### config.mk
export PLATFORM = sky130hd
export DESIGN_NAME = mux4_rr_arbiter
export DESIGN_NICKNAME = d
export VERILOG_FILES = /design/src/rtl/mux4_rr_arbiter.sv
export SDC_FILE = /design/constraint.sdc
export NUM_CORES = 1
export LEC_CHECK = 0
export ABC_CLOCK_PERIOD_IN_PS = 2800
export CORE_MARGIN = 8
export CORE_UTILIZATION = 41
export DETAILED_ROUTE_END_ITERATION = 10
export HOLD_SLACK_MARGIN = 0.05
export PLACE_DENSITY = 0.85
export SLEW_MARGIN = 20
export SYNTH_ARGS = -nofsm -noshare
export SYNTH_HDL_FRONTEND = slang
export SYNTH_SLANG_ARGS = --single-unit
### constraint.sdc
create_clock -name clk -period 2.8 [get_ports clk]
set_input_delay 0.56 -clock clk [delete_from_list [all_inputs] [get_ports clk]]
set_output_delay 0.56 -clock clk [all_outputs]
set_load 0.01 [all_outputs]
### src/rtl/mux4_rr_arbiter.sv
// Round-robin owner of a shared 4:1 select path. A grant is held for a burst of up to
// MAX_BURST accepted beats, and the selected lane is presented on a valid/ready output.

module mux4_rr_lane #(
  parameter int WIDTH = 8
) (
  input  logic             selected,
  input  logic             active,
  input  logic             req,
  input  logic             out_ready,
  input  logic [WIDTH-1:0] din,
  output logic             vld,
  output logic             ack,
  output logic [WIDTH-1:0] dout
);
  assign vld  = selected & active & req;
  assign ack  = vld & out_ready;
  assign dout = selected ? din : '0;
endmodule

module mux4_rr_arbiter #(
  parameter int WIDTH     = 8,
  parameter int MAX_BURST = 4
) (
  input  logic               clk,
  input  logic               rst,
  input  logic [3:0]         req,
  input  logic [4*WIDTH-1:0] din,
  input  logic               out_ready,
  output logic               out_valid,
  output logic [WIDTH-1:0]   out_data,
  output logic [3:0]         ack,
  output logic [3:0]         grant,
  output logic [1:0]         sel,
  output logic               busy
);
  typedef enum logic {IDLE, BUSY} state_t;

  localparam logic [3:0] LAST = 4'(MAX_BURST - 1);

  state_t     state, state_nx;
  logic [3:0] grant_nx;
  logic [1:0] sel_nx, ptr, ptr_nx, pick, idx;
  logic [3:0] cnt, cnt_nx;
  logic       found, accept;

  logic [3:0]            lane_vld;
  logic [3:0][WIDTH-1:0] lane_dout;

  // ack and out_valid are suppressed while rst is high so a beat never
  // completes in the cycle that abandons its burst.
  for (genvar i = 0; i < 4; i++) begin : g_lane
    mux4_rr_lane #(.WIDTH(WIDTH)) u_lane (
      .selected (sel == 2'(i)),
      .active   ((state == BUSY) & ~rst),
      .req      (req[i]),
      .out_ready(out_ready),
      .din      (din[i*WIDTH +: WIDTH]),
      .vld      (lane_vld[i]),
      .ack      (ack[i]),
      .dout     (lane_dout[i])
    );
  end

  assign out_valid = |lane_vld;
  assign accept    = out_valid & out_ready;
  assign busy      = (state == BUSY);

  always_comb begin
    out_data = '0;
    for (int i = 0; i < 4; i++) out_data |= lane_dout[i];
  end

  // First requester at or after ptr, wrapping mod 4.
  always_comb begin
    pick  = '0;
    found = 1'b0;
    idx   = '0;
    for (int k = 0; k < 4; k++) begin
      idx = ptr + 2'(k);
      if (!found && req[idx]) begin
        found = 1'b1;
        pick  = idx;
      end
    end
  end

  always_comb begin
    state_nx = state;
    grant_nx = grant;
    sel_nx   = sel;
    ptr_nx   = ptr;
    cnt_nx   = cnt;
    case (state)
      IDLE: begin
        if (found) begin
          state_nx = BUSY;
          grant_nx = 4'b0001 << pick;
          sel_nx   = pick;
          cnt_nx   = '0;
        end
      end
      BUSY: begin
        if (!req[sel] || (accept && cnt == LAST)) begin
          state_nx = IDLE;
          grant_nx = '0;
          cnt_nx   = '0;
          ptr_nx   = sel + 2'd1;
        end else if (accept) begin
          cnt_nx = cnt + 4'd1;
        end
      end
      default: state_nx = IDLE;
    endcase
  end

  always_ff @(posedge clk) begin
    if (rst) begin
      state <= IDLE;
      grant <= '0;
      sel   <= '0;
      ptr   <= '0;
      cnt   <= '0;
    end else begin
      state <= state_nx;
      grant <= grant_nx;
      sel   <= sel_nx;
      ptr   <= ptr_nx;
      cnt   <= cnt_nx;
    end
  end
endmodule

Yosys cells after proc, flatten, opt, wreduce, memory -nomap -nowiden --
Cells that the tools add are included.
Word-level totals: register bits 13, output and inout bits 20, logic and storage cells 89
Operators by class: add/subtract/negate cells 5, magnitude comparators 5, equal/unequal tests 7, shift operators 1, muxes and demuxes 32, bitwise logic cells 19, reductions and logical operators 15
Operator list (number):
- 8-bit 2-to-1 mux | 4
- 8-bit OR | 3
- 4-bit 2-to-1 mux | 5
- 4-bit case mux with 2 select lines | 2
- 2-bit by 3-bit less-than comparator with 1-bit output (second input constant) | 5
- 1-bit AND | 14
- 1-bit 2-to-1 mux | 11
- 1-bit binary-select mux with 2-bit select | 5
- 2-bit 2-to-1 mux | 4
- 2-bit AND reduction | 4
- 2-bit by 1-bit adder with 2-bit output (second input constant) | 2
- 2-bit adder (second input constant) | 2
- 4-bit by 1-bit adder with 4-bit output (second input constant) | 1
- 2-bit == test (second input constant) | 2
- 4-bit by 2-bit == test with 1-bit output (second input constant) | 1
- 1-bit logical AND | 4
- 1-bit logical NOT | 4
- 4-bit OR reduction | 1
- 1-bit by 2-bit << shifter with 4-bit output (first input constant) | 1
- 3-bit by 1-bit inequality test with 1-bit output (second input constant) | 1
- 2-bit by 1-bit == test with 1-bit output (second input constant) | 1
- 2-bit logical NOT | 1
- 2-bit by 1-bit inequality test with 1-bit output (second input constant) | 1
- 2-bit inequality test (second input constant) | 1
- other kinds (3) | 4

Depth between registers and ports, before layout --
Gate-level depths: netlist of run 1.
word-level depth 15, mapped depth 8, mapped depth without buffers 7

By module --
From an unflattened synthesis of run 1, not the netlist that was laid out.
Unflattened totals: cell total of the unflattened synthesis 135, area total of the unflattened synthesis 1144.8 sq um
Modules (own cells, without submodules):
- mux4_rr_arbiter | times used 1, cells each 95, area an instance 839.6 sq um, seq. area each 260.2 sq um
- mux4_rr_lane | times used 4, cells each 10, area an instance 76.3 sq um, seq. area each 0.0 sq um

Worst setup path after synthesis of run 1 --
OpenSTA, ideal clock, no wires.
kind reg2reg, start point reg sel[0], end point reg cnt[2], library setup time 66 ps, data arrival time 1918 ps, data required time 2734 ps, slack 816 ps, stages on the path, launching flop included 9, path buffers 1, path through dfxtp_1 inv_1 ha_1 buf_6 a22o_4 o211ai_4 a21oi_4 or3_4 a21oi_2
Between the ends: word-level cells in the longest chain between the ends 9, elaborated cells on any way between the ends 23, classes of those cells eq/ne: 4; mux: 4; bitwise: 9; reduce/logical: 6
Ends and longest elaborated chain:
- start: declaration | line 34 | output logic [1:0] sel,
- start signal: assignment | line 127 | sel <= sel_nx;
- 2-bit by 1-bit == test with 1-bit output, or another cell as far along | line 54 | .selected (sel == 2'(i)),
- 1-bit AND (2 in a row) | line 16 | assign vld = selected & active & req;
- 4-bit OR reduction | line 65 | assign out_valid = |lane_vld;
- 1-bit AND | line 66 | assign accept = out_valid & out_ready;
- 1-bit logical AND | line 104 | if (!req[sel] || (accept && cnt == LAST)) begin
- 1-bit logical OR | line 104
- 4-bit 2-to-1 mux / 3-bit by 1-bit inequality test with 1-bit output (equally long branches)
- 4-bit case mux with 2 select lines / 2-bit AND reduction (equally long branches)
- end signal: assignment | line 129 | cnt <= cnt_nx;
- end: declaration | line 44 | logic [3:0] cnt, cnt_nx;
Parallel ways exist; a longest one is shown, timed or not. The select of a mux whose other input is x is not followed. A chain may end at the register's enable or synchronous reset.

Worst setup path after layout of run 1 --
start point reg sel[1], end point out out_valid
Between the ends: word-level cells in the longest chain between the ends 4, elaborated cells on any way between the ends 13, classes of those cells eq/ne: 3; bitwise: 8; reduce/logical: 2
Ends and longest elaborated chain:
- 2-bit by 1-bit == test with 1-bit output, or another cell as far along | line 54
- 1-bit AND (2 in a row) | line 16
- 4-bit OR reduction * | line 65
- end: declaration | line 30 | output logic out_valid,
Mark *: on every way between the ends. The rest lies on a longest branch, timed or not.

==> results.yml, run 1 <==
synthesis:
  ys_ff_latch: 13
  synth_top_family_by_area: "compound AO/OA/AOI/OAI gates"
  syn_nets: 168
  yosysTopAreaCell: "dfxtp_1"
  synth_area_leaders: "dfxtp_1, a22oi_1, ha_1"
  ys_seq_area_frac: 0.252
  synth_flop_cell: "dfxtp_1"
  async_reset_ff_frac: 0
  synthCells: 124
  synth_cell_type_count: 38
  syn_area_um2: 1030
  yosys_warnings: 0
  synthMuxAreaShare: 0.0412
  synth.top_cell.area_share: 0.252
  syn-mean-instance-area_um2: 8.33
  synthSimpleGateAreaFrac: 0.224
  synth_xor_area_frac: 0.0169
  synth-compound-area-share: 0.314
  synth_fa_ha_area_frac: 0.0605
  synth_edf_count: 0
clocking:
  clk_pin_slew_worst_paths_ns: 0.08
  cts_max_level: 1
  clock-sinks: 13
  cts_buffer_depth: 2
  cts.hold.buffers_added: 0
  tritoncts: "yes"
  cts_buffers: 3
  insertion_delay_ns: 0.27
  root_buffer: "clkbuf_4"
critical_path:
  r2r-end: "cnt[3]$_SDFFE_PP0P_"
  start_kind: "register"
  cp.depth: 5
  path_buf_inv: 2
  rrSetupSlack_ns: 0.71
  critPathKind: "reg2out"
  path_max_fanout: 10
  cp_top_family: "buffers and inverters"
  cpPeakStageDelay_ns: 0.48
  required_ns: 2.24
  cp-end-kind: "output port"
  r2r-start: "sel[1]$_SDFFE_PP0P_"
  arrival_ns: 2.14
  reg2reg_depth: 7
  crit_chain: "inv_1 -> ha_1 -> a22o_2 -> o21a_1 -> clkdlybuf4s50_1"
  cp_slowest_cell: "clkdlybuf4s50_1"
floorplan:
  die_width_um: 66.2
  design.die.area_um2: 4380
  core_region_area_um2: 2430
  die_h_um: 66.2
  rows: 18
  io_pins: 59
  initial_core_util: 0.425
global_route:
  grt_overflow: 0
  grt_use_total: 0.151
  grt_pass1_wl_um: 5400
  grt_pass1_vias: 1139
  grt_start_max_net_pins: 14
  antenna_found_initial: 0
drt:
  drc_errors: 0
  vias: 1167
  wl_per_cell_um: 16.6
  viasPerCell: 5.53
  first_iter_violations: 40
  wl_um: 3510
  firstDrtPassIters: 4
  postRouteAntennaNets: 0
power:
  p_total_mw: 0.558
  peakVddDrop_mv: 0.337
  p_leak_nw: 0.630
  power.density_nw_per_um2: 338
sta:
  rsz0062_at_grt: "no"
  setup-violations-final: 0
  slew_headroom: 0.698
  final.setup.tns_ns: 0
  drv_slew: 0
  period_share: 0.965
  worst_pin_slew_ns: 0.453
  layout_min_cycle_time_ns: 2.70
  max_freq_mhz: 370
  finalHoldViolations: 0
  fin_skew_ns: 0.00513
cells_and_area:
  fillers: 205
  fin_nets: 226
  final_common_cell: "clkdlybuf4s50_1"
  area_growth_pct: 59.7
  mostFrequentLayoutCells: "clkdlybuf4s50_1, a22oi_1, nand2_1"
  utilization: 0.678
  drive_above_1_share: 0.122
  n_antenna_cell: 0
hold_path:
  whs_path_depth: 2
  min-delay-start: "cnt[1]$_SDFFE_PP0P_"
  hold_path.class: "reg2reg"
  hold_end: "cnt[1]$_SDFFE_PP0P_"
outcome:
  run_status: "complete, no violations"
placed_design:
  place_hpwl_um: 2850
  place_congestion: 0.878
  portBuffers: 58
run:
  max_cap_violations: 0
[cell usage after synthesis, drive strengths merged, types with 2 or more instances]
| master | count |
|---|---|
| nand3b | 5 |
| a21oi | 10 |
| ha | 5 |
| nand2 | 14 |
| and3 | 4 |
| nor2 | 10 |
| inv | 5 |
| a22oi | 16 |
| clkbuf | 3 |
| nand2b | 2 |
| nand4 | 2 |
| a22o | 2 |
| o22ai | 5 |
| mux2i | 2 |
| buf | 8 |
| xnor2 | 2 |
| dfxtp | 13 |
| o21a | 2 |
[cell families (layout without fill, tap and decap cells)]
logic type / count (synthesis) / count (layout)
DFF: 13 / 13
muxes: 3 / 3
buffers and inverters: 16 / 73
and+or+nand+nor: 44 / 44
adders and majority gates: 5 / 5
xor gates and xnor gates: 2 / 2
AOI/OAI and AO/OA: 41 / 41
[tightest hold or removal path, delay by kind of cell, from the launching register on]
kind                   cells  cell delay [ns]
DFF                        1             0.33
buffers and inverters      1             0.06
AOI/OAI and AO/OA          1             0.06
[worst max-delay path by stage]
stage	startpoint	to	slack, ns
2_1_floorplan	sel[0]$_SDFFE_PP0P_	cnt[2]$_SDFFE_PP0P_	0.82
3_3_place_gp	rst	ack[2]	0.18
3_5_place_dp	rst	ack[0]	0.16
4_1_cts	sel[0]$_SDFFE_PP0P_	out_valid	0.05
5_1_grt	sel[1]$_SDFFE_PP0P_	out_valid	0.03
6_report	sel[1]$_SDFFE_PP0P_	out_valid	0.1
[routing by layer]
layer | GRT usage | share of wire
met1 | 0.188 | 0.46
met2 | 0.247 | 0.42
met3 | 0.0542 | 0.11
met4 | 0.0240 | 0.0060
met5 | 0 | 0
[power by group]
group	switching, mW	total (mW)	internal, mW
clock	0.0568	0.112	0.0552
sequential	0.0121	0.207	0.195
combinational	0.101	0.238	0.138
[area by class of cell]
| class | instances | area [um^2] | area share |
|---|---|---|---|
| Multi-Input combinational cell | 95 | 681 | 0.412 |
| Tap cell | 30 | 37.5 | 0.0227 |
| Sequential cell | 13 | 262 | 0.158 |
| Inverter | 5 | 18.8 | 0.0114 |
| Clock buffer | 4 | 26.3 | 0.0159 |
| Timing Repair Buffer | 64 | 626 | 0.379 |
[registers in the layout, indices dropped and copies added, names as in the netlist]
name,flops
ptr,2
busy,1
grant,4
sel,2
cnt,4
[stage by stage]
stage               std cells  area [um^2]  hold WS [ns]  setup slack (ns)
finish                    211         1650         0.504            0.0990
global route              211         1650         0.530            0.0265
CTS                       211         1650         0.501            0.0512
detailed placement        207         1620         0.490             0.161
global placement          207         1620         0.471             0.178
floorplan                 124         1030         0.461             0.816
[repair_timing]
action	4_1_cts	5_1_grt
gates resized for setup	0	2
endpoints found under the setup margin	0	1
endpoints found under the hold margin	0	0
setup buffers	0	0
No activity file was read; power rests on OpenSTA's default activity.
==> inputs of run 2 (changes only) <==
--- a/config.mk
+++ b/config.mk
@@ -6,7 +6,7 @@
 export NUM_CORES = 1
 export LEC_CHECK = 0
 export ABC_CLOCK_PERIOD_IN_PS = 2800
-export CORE_MARGIN = 8
+export CORE_MARGIN = 2
 export CORE_UTILIZATION = 41
 export DETAILED_ROUTE_END_ITERATION = 10
 export HOLD_SLACK_MARGIN = 0.05
==> run 2 against run 1 <==
Fmax up 1.5%. Largest power group unchanged. Critical path depth down 1. First-iteration DRC count down 23%. Via count down 2.3%. Die area down 33%. Clock-buffer cell count unchanged. Sequential share of layout area up 0.16 points. Clock power about the same. Cell count down 0.47%. Clock skew down 0.0020 ns. Register-to-register slack better by 0.03 ns. Core utilization down 0.36 points.
==> results.yml, run 2 (synthesis results as in run 1) <==
sta:
  finalHoldViolations: 0
  setup-violations-final: 0
  final.setup.tns_ns: 0
  rsz0062_at_grt: "no"
  drv_slew: 0
  period_share: 0.950
  worst_pin_slew_ns: 0.412
  slew_headroom: 0.725
  layout_min_cycle_time_ns: 2.66
  fin_skew_ns: 0.00314
  max_freq_mhz: 376
cells_and_area:
  top_regs: "cnt (4), grant (4)"
  drive_above_1_share: 0.117
  final_common_cell: "clkdlybuf4s50_1"
  fillers: 207
  area_growth_pct: 58.8
  fin_nets: 225
  mostFrequentLayoutCells: "clkdlybuf4s50_1, a22oi_1, nand2_1"
  n_antenna_cell: 0
  utilization: 0.675
global_route:
  grt_use_total: 0.222
  grt_pass1_vias: 1157
  grt_overflow: 0
  grt_start_max_net_pins: 14
  grt_pass1_wl_um: 4800
  antenna_found_initial: 0
floorplan:
  die_width_um: 54.2
  die_h_um: 54.2
  io_pins: 59
  design.die.area_um2: 2940
  core_region_area_um2: 2430
  rows: 18
  initial_core_util: 0.425
placed_design:
  portBuffers: 58
  place_hpwl_um: 2540
  place_congestion: 0.747
drt:
  viasPerCell: 5.43
  drc_errors: 0
  firstDrtPassIters: 4
  vias: 1140
  first_iter_violations: 31
  wl_um: 3130
  wl_per_cell_um: 14.9
  postRouteAntennaNets: 0
outcome:
  run_status: "complete, no violations"
critical_path:
  cp-end-kind: "output port"
  path_max_fanout: 7
  start_kind: "input pin"
  required_ns: 2.24
  arrival_ns: 2.10
  critPathKind: "in2out"
clocking:
  insertion_delay_ns: 0.27
  clk_pin_slew_worst_paths_ns: 0.07
  cts_buffer_depth: 2
  root_buffer: "clkbuf_4"
  cts_buffers: 3
  post_cts_buffers: 0
  cts_max_level: 1
  tritoncts: "yes"
  cts.hold.buffers_added: 0
  clock-sinks: 13
power:
  peakVddDrop_mv: 0.398
  p_leak_nw: 0.627
  power.density_nw_per_um2: 338
  p_total_mw: 0.555
hold_path:
  hold_path.class: "reg2reg"
run:
  max_cap_violations: 0
## run 2: worst paths after layout
path / end / depth (start not counted) / slack (ns) / start
worst max register to register: cnt[0]$_SDFFE_PP0P_ / 7 / 0.74 / sel[0]$_SDFFE_PP0P_
worst min-delay path: cnt[1]$_SDFFE_PP0P_ / 2 / 0.49 / cnt[1]$_SDFFE_PP0P_
worst min register to register: cnt[1]$_SDFFE_PP0P_ / 2 / 0.49 / cnt[1]$_SDFFE_PP0P_
worst max-delay path: out_valid / 4 / 0.14 / req[2]
## run 2: metrics by stage
stage | setup WS (ns) | hold WS (ns) | cell area [um^2] | cells
final | 0.140 | 0.494 | 1640 | 210
after detailed placement | 0.149 | 0.486 | 1610 | 206
after floorplan | 0.816 | 0.461 | 1030 | 124
after global routing | 0.0643 | 0.532 | 1640 | 210
after global placement | 0.188 | 0.474 | 1610 | 206
after CTS | 0.0242 | 0.497 | 1640 | 210
## run 2: final cells by class
class	instances	area, um^2	area share
timing repair buffer	63	618	0.377
multi-input combinational	95	678	0.413
tap	30	37.5	0.0229
inverter	5	18.8	0.0114
sequential	13	263	0.160
clock buffer	4	26.3	0.0160
## run 2: worst max-delay path: stages
cell             delay, ns
clkdlybuf4s50_1       0.55
a22o_4                0.33
o21a_1                0.19
clkdlybuf4s50_1       0.48
## run 2: per-layer routing
layer,track usage,vias up,share of wire
met3,0.0472,2,0.11
met2,0.434,57,0.48
met5,0,-,0
met1,0.228,514,0.40
met4,0.0750,0,0.0054
li1,-,567,-
## run 2: timing repair
| action | CTS | global route |
|---|---|---|
| endpoints found under the setup margin | 0 | 1 |
| hold endpoints to repair | 0 | 0 |
| gates resized for setup | 0 | 2 |
## run 2: report_power, final
part	total [mW]	internal, mW	switching, mW
logic	0.237	0.136	0.100
registers	0.208	0.195	0.0123
clock network	0.110	0.0551	0.0550
total	0.555	0.387	0.168
==> inputs of run 3 (changes only) <==
--- a/config.mk
+++ b/config.mk
@@ -11,6 +11,7 @@
 export DETAILED_ROUTE_END_ITERATION = 10
 export HOLD_SLACK_MARGIN = 0.05
 export PLACE_DENSITY = 0.85
+export RECOVER_POWER = 25
 export SLEW_MARGIN = 20
 export SYNTH_ARGS = -nofsm -noshare
 export SYNTH_HDL_FRONTEND = slang
==> run 3 against run 2 <==
Global-route usage stayed put. Design area unchanged. Clock power about the same. Largest power group unchanged.
==> results.yml, run 3 (synthesis results as in run 1) <==
outcome:
  run_status: "complete, no violations"
run:
  max_cap_violations: 0
sta:
  setup-violations-final: 0
  finalHoldViolations: 0
  worst_pin_slew_ns: 0.412
  drv_slew: 0
  fin_ws_ns: 0.140
  period_share: 0.950
  hold_slack_ns: 0.494
  max_freq_mhz: 376
  final.setup.tns_ns: 0
  rsz0062_at_grt: "no"
  fin_skew_ns: 0.00245
  slew_headroom: 0.725
  layout_min_cycle_time_ns: 2.66
cells_and_area:
  area_growth_pct: 58.8
  drive_above_1_share: 0.111
  final_cell_area_um2: 1640
  top_regs: "cnt (4), grant (4)"
  mostFrequentLayoutCells: "clkdlybuf4s50_1, a22oi_1, nand2_1"
  fin_nets: 225
  n_antenna_cell: 0
  fillers: 207
  final_common_cell: "clkdlybuf4s50_1"
floorplan:
  rows: 18
  initial_core_util: 0.425
  design.die.area_um2: 2940
  die_width_um: 54.2
  io_pins: 59
  core_region_area_um2: 2430
  die_h_um: 54.2
critical_path:
  r2r-end: "cnt[0]$_SDFFE_PP0P_"
  start_kind: "input pin"
  arrival_ns: 2.10
  required_ns: 2.24
  reg2reg_depth: 7
  critPathKind: "in2out"
  rrSetupSlack_ns: 0.75
  cp-end-kind: "output port"
  r2r-start: "sel[0]$_SDFFE_PP0P_"
  path_max_fanout: 7
placed_design:
  place_congestion: 0.747
  portBuffers: 58
  place_area_um2: 1610
  place_hpwl_um: 2540
  place_ws_ns: 0.149
drt:
  firstDrtPassIters: 4
  viasPerCell: 5.44
  vias: 1142
  wl_um: 3130
  postRouteAntennaNets: 0
  first_iter_violations: 25
  drc_errors: 0
  wl_per_cell_um: 14.9
global_route:
  antenna_found_initial: 0
  grtUsageMet2: 0.434
  grt_start_max_net_pins: 14
  top_usage_layer: "met2"
  grt_pass1_vias: 1157
  grt_pass1_wl_um: 4800
  grt_overflow: 0
  grt_use_total: 0.222
  grtUsageMet1: 0.228
  use_met3: 0.0472
clocking:
  cts_max_level: 1
  clk_pin_slew_worst_paths_ns: 0.07
  clock-sinks: 13
  root_buffer: "clkbuf_4"
  cts_buffer_depth: 2
  cts_buffers: 3
  tritoncts: "yes"
  post_cts_buffers: 0
  insertion_delay_ns: 0.26
hold_path:
  hold_end: "cnt[1]$_SDFFE_PP0P_"
  whs_path_depth: 2
  min-delay-start: "cnt[1]$_SDFFE_PP0P_"
  hold_path.class: "reg2reg"
power:
  power.density_nw_per_um2: 335
  p_leak_nw: 0.640
  p_total_mw: 0.550
  peakVddDrop_mv: 0.390
[run 3: cell types whose count changed in the layout (fill, tap and decap cells not counted)]
cell | before | now
dlygate4sd3_1 | 0 | 6
clkdlybuf4s50_1 | 58 | 52
or2_2 | 1 | 0
or2_0 | 0 | 1
[run 3: critical path, cell delays in order]
cell	delay, ns
clkdlybuf4s50_1	0.55
a22o_4	0.33
o21a_1	0.19
clkdlybuf4s50_1	0.48
[run 3: worst max-delay path by stage]
| stage | startpoint | end | slack [ns] |
|---|---|---|---|
| after global routing | sel[1]$_SDFFE_PP0P_ | out_valid | 0.07 |
| after global placement | rst | ack[2] | 0.19 |
| after floorplan | sel[0]$_SDFFE_PP0P_ | cnt[2]$_SDFFE_PP0P_ | 0.82 |
| after CTS | sel[0]$_SDFFE_PP0P_ | out_valid | 0.02 |
| final | req[2] | out_valid | 0.14 |
| after detailed placement | req[2] | out_valid | 0.15 |
[run 3: stage by stage]
| step | utilization | cells |
|---|---|---|
| floorplan | - | 124 |
| finish | 0.675 | 210 |
| CTS | 0.674 | 210 |
| global placement | 0.663 | 206 |
| global route | 0.675 | 210 |
| detailed placement | 0.663 | 206 |
[run 3: final cells by class]
cell class / count / area (um^2) / share of cell area
multi-input combinational: 95 / 678 / 0.413
inverter: 5 / 18.8 / 0.0114
clock buffer: 4 / 26.3 / 0.0160
sequential: 13 / 263 / 0.160
tap: 30 / 37.5 / 0.0229
timing repair buffer: 63 / 618 / 0.377
[run 3: power by group]
| part | switching [mW] | leakage (nW) | internal [mW] |
|---|---|---|---|
| clock | 0.0535 | 0.0150 | 0.0551 |
| combinational | 0.100 | 0.518 | 0.134 |
| sequential | 0.0120 | 0.107 | 0.195 |
| total | 0.166 | 0.640 | 0.384 |
[run 3: layer usage]
metal	wire length (um)	up-vias
met5	0	-
met4	19	0
met3	350	2
met2	1500	55
met1	1260	519
li1	-	566
[run 3: timing repair]
item | CTS | global route
resized for setup | 0 | 2
endpoints found under the setup margin | 0 | 1
hold buffers | 0 | 0
